### config.mk
export PLATFORM = sky130hd
export DESIGN_NAME = bus_wait_ctrl_flat
export DESIGN_NICKNAME = d
export VERILOG_FILES = /design/src/rtl/bus_wait_ctrl_if.sv /design/src/rtl/bus_wait_ctrl.sv /design/src/flat_wrapper.sv
export SDC_FILE = /design/constraint.sdc
export NUM_CORES = 1
export LEC_CHECK = 0
export BUFFER_PORTS_ARGS = -buffer_cell sky130_fd_sc_hd__clkbuf_2
export CORE_UTILIZATION = 48
export CTS_CLUSTER_SIZE = 12
export DETAILED_ROUTE_END_ITERATION = 16
export PLACE_DENSITY = 0.81
export SYNTH_ARGS = -nofsm -noshare
export SYNTH_HDL_FRONTEND = slang
export SYNTH_SLANG_ARGS = --single-unit
### constraint.sdc
create_clock -name clk_i -period 2.75 [get_ports clk_i]
set_input_delay 0.275 -clock clk_i [delete_from_list [all_inputs] [get_ports clk_i]]
set_output_delay 0.275 -clock clk_i [all_outputs]
set_load 0.02 [all_outputs]
### src/rtl/bus_wait_ctrl_if.sv
// ----------------------------------------------------------------------------
// bus_wait_ctrl_if
//   Bundles the CPU-side access signals and the per-channel peripheral
//   handshake of bus_wait_ctrl. Signal names keep the controller's point of
//   view (_i = into the controller, _o = out of it).
//
//   modport slave  : used by bus_wait_ctrl (serves the CPU, drives channels)
//   modport master : used by the environment (CPU decode + peripherals)
//
//   CPU side    : cpu_valid_i, cpu_we_i, cpu_address_i, cpu_data_i,
//                 cpu_data_o, busy_o
//   Channel side: ch_req_o, ch_we_o, ch_address_o, ch_data_o,
//                 ch_ack_i, ch_data_i
//   Watchdog    : timeout_o, timeout_count_o
// ----------------------------------------------------------------------------
interface bus_wait_ctrl_if #(
    parameter int unsigned NumChannels  = 4,
    parameter int unsigned AddressWidth = 32,
    parameter int unsigned DataWidth    = 32
);
    logic                            cpu_valid_i;
    logic                            cpu_we_i;
    logic [AddressWidth-1:0]         cpu_address_i;
    logic [DataWidth-1:0]            cpu_data_i;
    logic [DataWidth-1:0]            cpu_data_o;
    logic                            busy_o;

    logic [NumChannels-1:0]          ch_req_o;
    logic                            ch_we_o;
    logic [AddressWidth-1:0]         ch_address_o;
    logic [DataWidth-1:0]            ch_data_o;
    logic [NumChannels-1:0]          ch_ack_i;
    logic [NumChannels*DataWidth-1:0] ch_data_i;

    logic                            timeout_o;
    logic [7:0]                      timeout_count_o;

    modport slave (
        input  cpu_valid_i, cpu_we_i, cpu_address_i, cpu_data_i,
        input  ch_ack_i, ch_data_i,
        output cpu_data_o, busy_o,
        output ch_req_o, ch_we_o, ch_address_o, ch_data_o,
        output timeout_o, timeout_count_o
    );

    modport master (
        output cpu_valid_i, cpu_we_i, cpu_address_i, cpu_data_i,
        output ch_ack_i, ch_data_i,
        input  cpu_data_o, busy_o,
        input  ch_req_o, ch_we_o, ch_address_o, ch_data_o,
        input  timeout_o, timeout_count_o
    );
endinterface

### src/rtl/bus_wait_ctrl.sv
// ----------------------------------------------------------------------------
// bus_wait_ctrl
//   Stalls the CPU while one of NumChannels address-windowed peripherals
//   completes a request/acknowledge handshake. A hit latches the access,
//   pulses the channel request, waits for that channel's ack, and returns
//   registered read data for one RESP cycle. Misses are ignored.
//
//   Ports:
//     clk_i      : CPU clock
//     reset_n_i  : asynchronous active-low reset
//     bus        : bus_wait_ctrl_if.slave (CPU access, channel handshake,
//                  watchdog status)
//
//   Optional feature: define BUS_WAIT_TIMEOUT_EN to enable the WAIT-state
//   watchdog (timeout_o pulse, saturating timeout_count_o). Without it WAIT
//   only exits on ack and both watchdog outputs are tied to 0.
// ----------------------------------------------------------------------------
module bus_wait_ctrl #(
    parameter int unsigned                         NumChannels   = 4,
    parameter int unsigned                         AddressWidth  = 32,
    parameter int unsigned                         DataWidth     = 32,
    parameter logic [NumChannels*AddressWidth-1:0] ChStartAddr   = '0,
    parameter logic [NumChannels*AddressWidth-1:0] ChEndAddr     = '0,
    parameter int unsigned                         TimeoutCycles = 256,
    parameter logic [DataWidth-1:0]                TimeoutData   = 32'hDEADBEEF
) (
    input  logic           clk_i,
    input  logic           reset_n_i,
    bus_wait_ctrl_if.slave bus
);

    typedef enum logic [1:0] {IDLE, REQ, WAIT, RESP} state_e;

    state_e                  state_q, state_d;
    logic [NumChannels-1:0]  hit_vec;
    logic                    hit;
    logic [NumChannels-1:0]  sel_q;
    logic                    we_q;
    logic [AddressWidth-1:0] addr_q;
    logic [DataWidth-1:0]    wdata_q;
    logic [DataWidth-1:0]    rdata_q;
    logic [DataWidth-1:0]    ack_data;
    logic                    sel_ack;
    logic                    timeout_fire;

    // Window decode; the first matching (lowest) index wins on overlap.
    always_comb begin
        hit_vec = '0;
        hit     = 1'b0;
        for (int unsigned i = 0; i < NumChannels; i++) begin
            if (!hit &&
                bus.cpu_address_i >= ChStartAddr[i*AddressWidth +: AddressWidth] &&
                bus.cpu_address_i <= ChEndAddr[i*AddressWidth +: AddressWidth]) begin
                hit_vec[i] = 1'b1;
                hit        = 1'b1;
            end
        end
    end

    // Only the selected channel's ack and data are observed.
    assign sel_ack = |(bus.ch_ack_i & sel_q);

    always_comb begin
        ack_data = '0;
        for (int unsigned i = 0; i < NumChannels; i++) begin
            if (sel_q[i]) begin
                ack_data = bus.ch_data_i[i*DataWidth +: DataWidth];
            end
        end
    end

    always_ff @(posedge clk_i or negedge reset_n_i) begin
        if (!reset_n_i) begin
            state_q <= IDLE;
        end else begin
            state_q <= state_d;
        end
    end

    always_comb begin
        state_d          = state_q;
        bus.busy_o       = 1'b0;
        bus.ch_req_o     = '0;
        bus.cpu_data_o   = '0;
        bus.ch_we_o      = 1'b0;
        bus.ch_address_o = '0;
        bus.ch_data_o    = '0;
        unique case (state_q)
            IDLE: begin
                if (bus.cpu_valid_i && hit) begin
                    bus.busy_o = 1'b1;
                    state_d    = REQ;
                end
            end
            REQ: begin
                bus.busy_o   = 1'b1;
                bus.ch_req_o = sel_q;
                state_d      = sel_ack ? RESP : WAIT;
            end
            WAIT: begin
                bus.busy_o = 1'b1;
                if (sel_ack || timeout_fire) begin
                    state_d = RESP;
                end
            end
            RESP: begin
                bus.cpu_data_o = rdata_q;
                state_d        = IDLE;
            end
            default: state_d = IDLE;
        endcase
        if (state_q != IDLE) begin
            bus.ch_we_o      = we_q;
            bus.ch_address_o = addr_q;
            bus.ch_data_o    = wdata_q;
        end
    end

    always_ff @(posedge clk_i or negedge reset_n_i) begin
        if (!reset_n_i) begin
            sel_q   <= '0;
            we_q    <= 1'b0;
            addr_q  <= '0;
            wdata_q <= '0;
            rdata_q <= '0;
        end else begin
            if (state_q == IDLE && state_d == REQ) begin
                sel_q   <= hit_vec;
                we_q    <= bus.cpu_we_i;
                addr_q  <= bus.cpu_address_i;
                wdata_q <= bus.cpu_data_i;
            end
            // Ack takes priority over a simultaneous watchdog abort.
            if ((state_q == REQ || state_q == WAIT) && state_d == RESP) begin
                rdata_q <= we_q ? '0 : (sel_ack ? ack_data : TimeoutData);
            end
        end
    end

`ifdef BUS_WAIT_TIMEOUT_EN
    localparam int unsigned CntW = $clog2(TimeoutCycles + 1);

    logic [CntW-1:0] wait_cnt_q;
    logic            timeout_q;
    logic [7:0]      timeout_count_q;

    assign timeout_fire = (state_q == WAIT) && !sel_ack &&
                          (wait_cnt_q == CntW'(TimeoutCycles - 1));

    always_ff @(posedge clk_i or negedge reset_n_i) begin
        if (!reset_n_i) begin
            wait_cnt_q      <= '0;
            timeout_q       <= 1'b0;
            timeout_count_q <= '0;
        end else begin
            if (state_q == IDLE && state_d == REQ) begin
                wait_cnt_q <= '0;
            end else if (state_q == WAIT) begin
                wait_cnt_q <= wait_cnt_q + CntW'(1);
            end
            // An abort always moves to RESP, so the registered flag lines up
            // with the RESP cycle.
            timeout_q <= timeout_fire;
            if (timeout_fire && timeout_count_q != 8'hFF) begin
                timeout_count_q <= timeout_count_q + 8'd1;
            end
        end
    end

    assign bus.timeout_o       = timeout_q;
    assign bus.timeout_count_o = timeout_count_q;
`else
    assign timeout_fire        = 1'b0;
    assign bus.timeout_o       = 1'b0;
    assign bus.timeout_count_o = '0;
`endif

endmodule

### src/flat_wrapper.sv
// flat-port wrapper written by rule: the top's interface ports become plain ports
module bus_wait_ctrl_flat 
#(
    parameter int unsigned                         NumChannels   = 4,
    parameter int unsigned                         AddressWidth  = 32,
    parameter int unsigned                         DataWidth     = 32,
    parameter logic [NumChannels*AddressWidth-1:0] ChStartAddr   = '0,
    parameter logic [NumChannels*AddressWidth-1:0] ChEndAddr     = '0,
    parameter int unsigned                         TimeoutCycles = 256,
    parameter logic [DataWidth-1:0]                TimeoutData   = 32'hDEADBEEF
)
  (clk_i, reset_n_i, bus_cpu_valid_i, bus_cpu_we_i, bus_cpu_address_i, bus_cpu_data_i, bus_ch_ack_i, bus_ch_data_i, bus_cpu_data_o, bus_busy_o, bus_ch_req_o, bus_ch_we_o, bus_ch_address_o, bus_ch_data_o, bus_timeout_o, bus_timeout_count_o);
  bus_wait_ctrl_if #(.NumChannels(NumChannels), .AddressWidth(AddressWidth), .DataWidth(DataWidth)) bus_i ();
  input  logic clk_i;
  input  logic reset_n_i;
  input wire logic [$bits(bus_i.cpu_valid_i)-1:0] bus_cpu_valid_i;
  input wire logic [$bits(bus_i.cpu_we_i)-1:0] bus_cpu_we_i;
  input wire logic [$bits(bus_i.cpu_address_i)-1:0] bus_cpu_address_i;
  input wire logic [$bits(bus_i.cpu_data_i)-1:0] bus_cpu_data_i;
  input wire logic [$bits(bus_i.ch_ack_i)-1:0] bus_ch_ack_i;
  input wire logic [$bits(bus_i.ch_data_i)-1:0] bus_ch_data_i;
  output wire logic [$bits(bus_i.cpu_data_o)-1:0] bus_cpu_data_o;
  output wire logic [$bits(bus_i.busy_o)-1:0] bus_busy_o;
  output wire logic [$bits(bus_i.ch_req_o)-1:0] bus_ch_req_o;
  output wire logic [$bits(bus_i.ch_we_o)-1:0] bus_ch_we_o;
  output wire logic [$bits(bus_i.ch_address_o)-1:0] bus_ch_address_o;
  output wire logic [$bits(bus_i.ch_data_o)-1:0] bus_ch_data_o;
  output wire logic [$bits(bus_i.timeout_o)-1:0] bus_timeout_o;
  output wire logic [$bits(bus_i.timeout_count_o)-1:0] bus_timeout_count_o;
  assign bus_i.cpu_valid_i = bus_cpu_valid_i;
  assign bus_i.cpu_we_i = bus_cpu_we_i;
  assign bus_i.cpu_address_i = bus_cpu_address_i;
  assign bus_i.cpu_data_i = bus_cpu_data_i;
  assign bus_i.ch_ack_i = bus_ch_ack_i;
  assign bus_i.ch_data_i = bus_ch_data_i;
  assign bus_cpu_data_o = bus_i.cpu_data_o;
  assign bus_busy_o = bus_i.busy_o;
  assign bus_ch_req_o = bus_i.ch_req_o;
  assign bus_ch_we_o = bus_i.ch_we_o;
  assign bus_ch_address_o = bus_i.ch_address_o;
  assign bus_ch_data_o = bus_i.ch_data_o;
  assign bus_timeout_o = bus_i.timeout_o;
  assign bus_timeout_count_o = bus_i.timeout_count_o;
  bus_wait_ctrl #(.NumChannels(NumChannels), .AddressWidth(AddressWidth), .DataWidth(DataWidth), .ChStartAddr(ChStartAddr), .ChEndAddr(ChEndAddr), .TimeoutCycles(TimeoutCycles), .TimeoutData(TimeoutData)) u_core (.clk_i(clk_i), .reset_n_i(reset_n_i), .bus(bus_i));
endmodule
Yosys cells after proc, flatten, opt, wreduce, memory -nomap -nowiden
Cells that the tools add are included.
{ "classes": {"n_lt_le_gt_ge": 2, "n_eq_ne": 5, "mux": 24, "n_bitwise": 1, "n_reduce_logical": 18} }
{ "ops": {"columns": ["operator", "count"], "rows": [
  ["$mux W32", 9],
  ["$ge A32 B1 Y1 const B", 1],
  ["$le A32 B1 Y1 const B", 1],
  ["$logic_and A1 B1 Y1", 10],
  ["$mux W1", 10],
  ["$pmux W2 S4", 1],
  ["$eq A2 B2 Y1 const B", 3],
  ["$and A4 B4 Y4", 1],
  ["$eq A2 B1 Y1 const B", 2],
  ["$mux W2", 2],
  ["$mux W4", 1],
  ["$reduce_or A4 Y1", 1],
  ["$logic_not A1 Y1", 3],
  ["$logic_not A2 Y1", 1],
  ["$pmux W1 S2", 1],
  ["$reduce_bool A2 Y1", 1],
  ["$reduce_or A2 Y1", 1],
  ["$logic_or A1 B1 Y1", 1]
]} }
{ "word_totals": {"ff_bits": 103, "wordCells": 56} }

Depth between registers and ports, before layout
{ "depth": {"word_depth": 20, "mapped_depth": 9, "mapped_depth_nobuf": 7} }

Worst setup path after synthesis
No wires, ideal clock.
{ "synth_timing": {"kind": "register to register", "startpoint": "reg u_core.state_q[0]", "endpoint": "reg u_core.rdata_q[10]", "setup_time_ps": 66, "arrival_time_ps": 2072, "t_required_ps": 2684, "path_slack_ps": 611, "path_stages_with_launch": 10, "path_buffers": 3, "period_less_slack_ps": 2139, "path_cell_list": "dfrtp_1 inv_1 ha_1 buf_2 a221o_1 o311ai_2 clkbuf_1 clkbuf_1 a221oi_1 nand2_1"} }
{ "synth_via": {"elab_chain_len": 4, "elab_cells_between_ends": 10, "classes_between": "eq/ne (4); mux (3); reduce/logical (3)"} }
{ "synth_rtl": {"columns": ["element", "line", "rtl"], "rows": [
  ["from (decl)", "bus_wait_ctrl.sv:34", "state_e state_q, state_d;"],
  ["from (signal assigned)", "bus_wait_ctrl.sv:76", "state_q <= state_d;"],
  ["$eq A2 B2 Y1 (tied with other cells)", "bus_wait_ctrl.sv:88", "unique case (state_q)"],
  ["$pmux W2 S4", "bus_wait_ctrl.sv:88", null],
  ["$eq A2 B2 Y1", "bus_wait_ctrl.sv:134", "if ((state_q == REQ || state_q == WAIT) && state_d == RESP) begin"],
  ["$logic_and A1 B1 Y1 (*)", "bus_wait_ctrl.sv:134", null],
  ["to (signal assigned)", "bus_wait_ctrl.sv:135", "rdata_q <= we_q ? '0 : (sel_ack ? ack_data : TimeoutData);"],
  ["to (decl)", "bus_wait_ctrl.sv:41", "logic [DataWidth-1:0] rdata_q;"]
]} }
Mark *: on every way between the ends. The rest lies on a longest branch, timed or not.
A chain may end at the register's enable or synchronous reset.

Worst setup path in the final report
{ "layout_timing": {"startpoint": "reg u_core.state_q[0]", "endpoint": "out bus_busy_o"} }
{ "layout_via": {"elab_chain_len": 3, "elab_cells_between_ends": 5, "classes_between": "eq/ne (2); mux (1); reduce/logical (2)"} }
{ "layout_rtl": {"columns": ["element", "line", "rtl"], "rows": [
  ["$eq A2 B2 Y1 / $eq A2 B1 Y1 (equally long branches)", "bus_wait_ctrl.sv:88", null],
  ["$reduce_or A2 Y1 (no source line)", null, null],
  ["$pmux W1 S2 (*)", "bus_wait_ctrl.sv:88", null],
  ["to (decl)", "flat_wrapper.sv:23", "output wire logic [$bits(bus_i.busy_o)-1:0] bus_busy_o;"]
]} }
Marks and branches as above.

==> key figures <==
Run status
  • Status: complete, no violations

Synthesis
  • Synth top area cells: dfrtp_1, a221oi_1, nor2b_1
  • Number of synthesized flops with an enable pin: 0
  • Main combinational cell family by area after synthesis: simple AND/OR/NAND/NOR gates
  • Most frequently used cell type in the post-synthesis netlist: dfrtp_1
  • Yosys Warn Count: 0
  • Synth async-reset ratio: 100%
  • Mean Syn Cell Area: 8.18 um2
  • Area leader, netlist: dfrtp_1
  • XOR/XNOR Fraction of Synth Area: 0%
  • Synth Cell Area: 6880 um2
  • Complex-gate fraction of the synthesized area: 19.4%
  • Synth Area in Adders: 0.909%
  • Simple-Gate Fraction of Synth Area: 35.6%
  • Unique masters post-synth: 29
  • Mux cell area share after synthesis: 0%
  • Syn Inst Count: 841
  • Share of the synthesized area in the top cell type: 36.4%
  • Synth cell count leaders: dfrtp_1, a221oi_1, clkbuf_1, nand2_1, nand3_1
  • Sequential area share after synthesis: 36.4%
  • Post-synthesis register bit count: 100
  • Top FF cell, synth: dfrtp_1

Worst setup path
  • Crit path required time: 2.48 ns
  • Crit path DAT: 2.27 ns
  • Slowest CP cell: buf_4
  • Critical-path maximum fanout: 50
  • Critical Path Max Stage Delay: 0.51 ns
  • Critical Path Start Type: register
  • Crit path buffers/inverters: 3
  • Crit path cell chain: inv_1 > ha_2 > buf_4 > a31oi_1 > nor2_1 > clkbuf_2
  • CP Class: reg -> out
  • CP top delay family: buffers and inverters
  • Crit end category: primary output

Cells and area
  • Layout Nets: 1174
  • Share of cells above drive strength 1: 24.8%
  • Utilization after layout: 58.9%
  • Ant diodes: 0
  • # fillers: 1265
  • P&R area growth vs syn: 19.2%

Drt
  • Initial DRC Count: 800
  • Via count: 7389
  • 1st-pass router iterations: 5
  • Drt via density: 6.41
  • DRC: 0
  • Avg WL per Cell: 17.8 um
  • Routed Wire Length: 20.5 mm
  • Post-DRT Antenna Nets: 0

STA
  • Setup tns final: 0 ns
  • Setup WS post-layout: 0.210 ns
  • Slew margin rel.: 40.4%
  • Least-Margin Pin Slew: 0.891 ns
  • F_max: 394 MHz
  • Slew Limit Fails: 0
  • Final Skew: 0.00481 ns
  • Final critical-path share of the clock period: 92.4%
  • RSZ-0062 raised after global routing: false
  • Final Hold Vio Count: 0
  • Minimum clock period: 2.54 ns
  • Setup violators final: 0

Run
  • Max cap viols: 0

Floorplan
  • Io pins: 311
  • Core Footprint: 13900 um2
  • Die area: 14800 um2
  • Die width: 122 um
  • Starting Density: 49.4%
  • Floorplan row count: 43
  • Die H: 122 um

Pwr
  • Leak: 4.06 nW
  • Maximum VDD drop: 1.80 mV
  • Power Density: 1340 nW/um2

Clock tree
  • Clock slew at reported path FFs: 0.07 ns
  • Sink Count: 100
  • CTS max path bufs: 2
  • TritonCTS clock tree: yes
  • Worst-skew pair later-pin latency: 0.34 ns
  • CTS root buf: clkbuf_16
  • Post-CTS setup buffers: 0
  • H-tree Lvls: 3
  • CTS buffer count: 9

Worst hold path
  • HP Class: in -> reg

Place
  • GP Congestion: 0.787
  • Post-place setup slack: 0.292 ns
  • DPL Wire Length: 12.5 mm
  • I/O Buffers: 199

Global route
  • Global-route wire length before repair: 33.6 mm
  • Largest net degree at the start of global routing: 188
  • Gr usage total: 28.1%
  • Gr ovfl total: 0
  • Vias in the first global route: 6654
  • Initial antenna violation count: 0
-- path summary, 6_finish.rpt --
kind	from	end	slack, ns	cells past startpoint
min reg2reg	u_core.rdata_q[9]	u_core.rdata_q[9]	0.54	2
max	u_core.state_q[0]	bus_busy_o	0.21	6
max reg2reg	u_core.state_q[0]	u_core.wdata_q[24]	0.28	7
max in group asynchronous	reset_n_i	u_core.rdata_q[20]	1.55	3
min	bus_cpu_address_i[5]	u_core.addr_q[5]	0.19	3
min in group asynchronous	reset_n_i	u_core.addr_q[14]	0.44	2
-- where the power goes --
| part | leakage, nW | internal, mW | switching (mW) | total, mW |
|---|---|---|---|---|
| registers | 1.23 | 1.87 | 0.328 | 2.20 |
| logic | 2.69 | 2.52 | 5.01 | 7.53 |
| clock network | 0.140 | 0.726 | 0.536 | 1.26 |
-- layout make-up --
type	count	area, um2	area share, %
clock buffer	13	250	3.05
timing repair buffer	221	1250	15.3
inverter	3	11.3	0.137
tap	180	225	2.75
clock inverter	2	35.0	0.427
sequential	100	2500	30.5
multi-input combinational	634	3920	47.8
-- flip-flops by register name (all words and copies together) (netlist names) --
name            count
u_core.wdata_q     32
u_core.addr_q      32
u_core.we_q         1
u_core.state_q      2
u_core.rdata_q     32
u_core.sel_q        1
-- routing by layer --
layer	vias up	part of all wire, %	track usage, %
li1	3436	-	-
met1	3544	44	40.9
met2	383	45	42.3
met3	26	8.5	4.54
met4	0	1.9	9.57
met5	-	0	0
-- worst min-delay path, stage by stage --
cell and delay (ns):
clkbuf_2 0.09, a221oi_1 0.06, o21ai_0 0.06
-- per-stage QoR --
step / cell area [um2] / total power, mW / std cells / hold slack (ns)
after floorplan: 6920 / 7.75 / 852 / -0.0206
after global placement: 7910 / 9.53 / 1137 / 0.279
after detailed placement: 7910 / 9.69 / 1137 / 0.281
after CTS: 8200 / 11.0 / 1153 / 0.173
after global routing: 8200 / 11.9 / 1153 / 0.189
final: 8200 / 11.0 / 1153 / 0.185
-- cell usage in the layout (no fill, tap or decap), types with 2 or more instances in the layout --
cell       Yosys  final
and2_1        33     33
o211ai_1      32     32
nor4_1        56     56
buf_4         13     15
clkbuf_2       0    198
nand3_1       74     74
inv_1          3      2
nand4_1       41     41
nor2b_1       67     65
o21ai_0       33     33
and3_1        65     65
o311a_1        9      9
nor2_1        29     28
a21oi_1        2      2
ha_1           5      4
o21ai_1        2      2
dfrtp_1      100    100
buf_12         0      7
a31oi_1        2      2
nand2_1       78     78
clkbuf_16      0      9
clkbuf_1      88      3
a221oi_1      89     89
conb_1         1     12
-- logic make-up (layout without fill, tap and decap cells) --
kind of cell / count (synthesis) / in the layout
fa+ha+maj: 5 / 5
simple gates: 446 / 446
flops: 100 / 100
compound gates: 171 / 171
buf+inv: 118 / 239
other cells: 1 / 12
-- timing repair --
| item | CTS | global route |
|---|---|---|
| hold buffers | 1 | 0 |
| resized for setup | 0 | 0 |
| hold endpoints to repair | 36 | 0 |
Note: power is estimated with default switching activity, not from simulation.
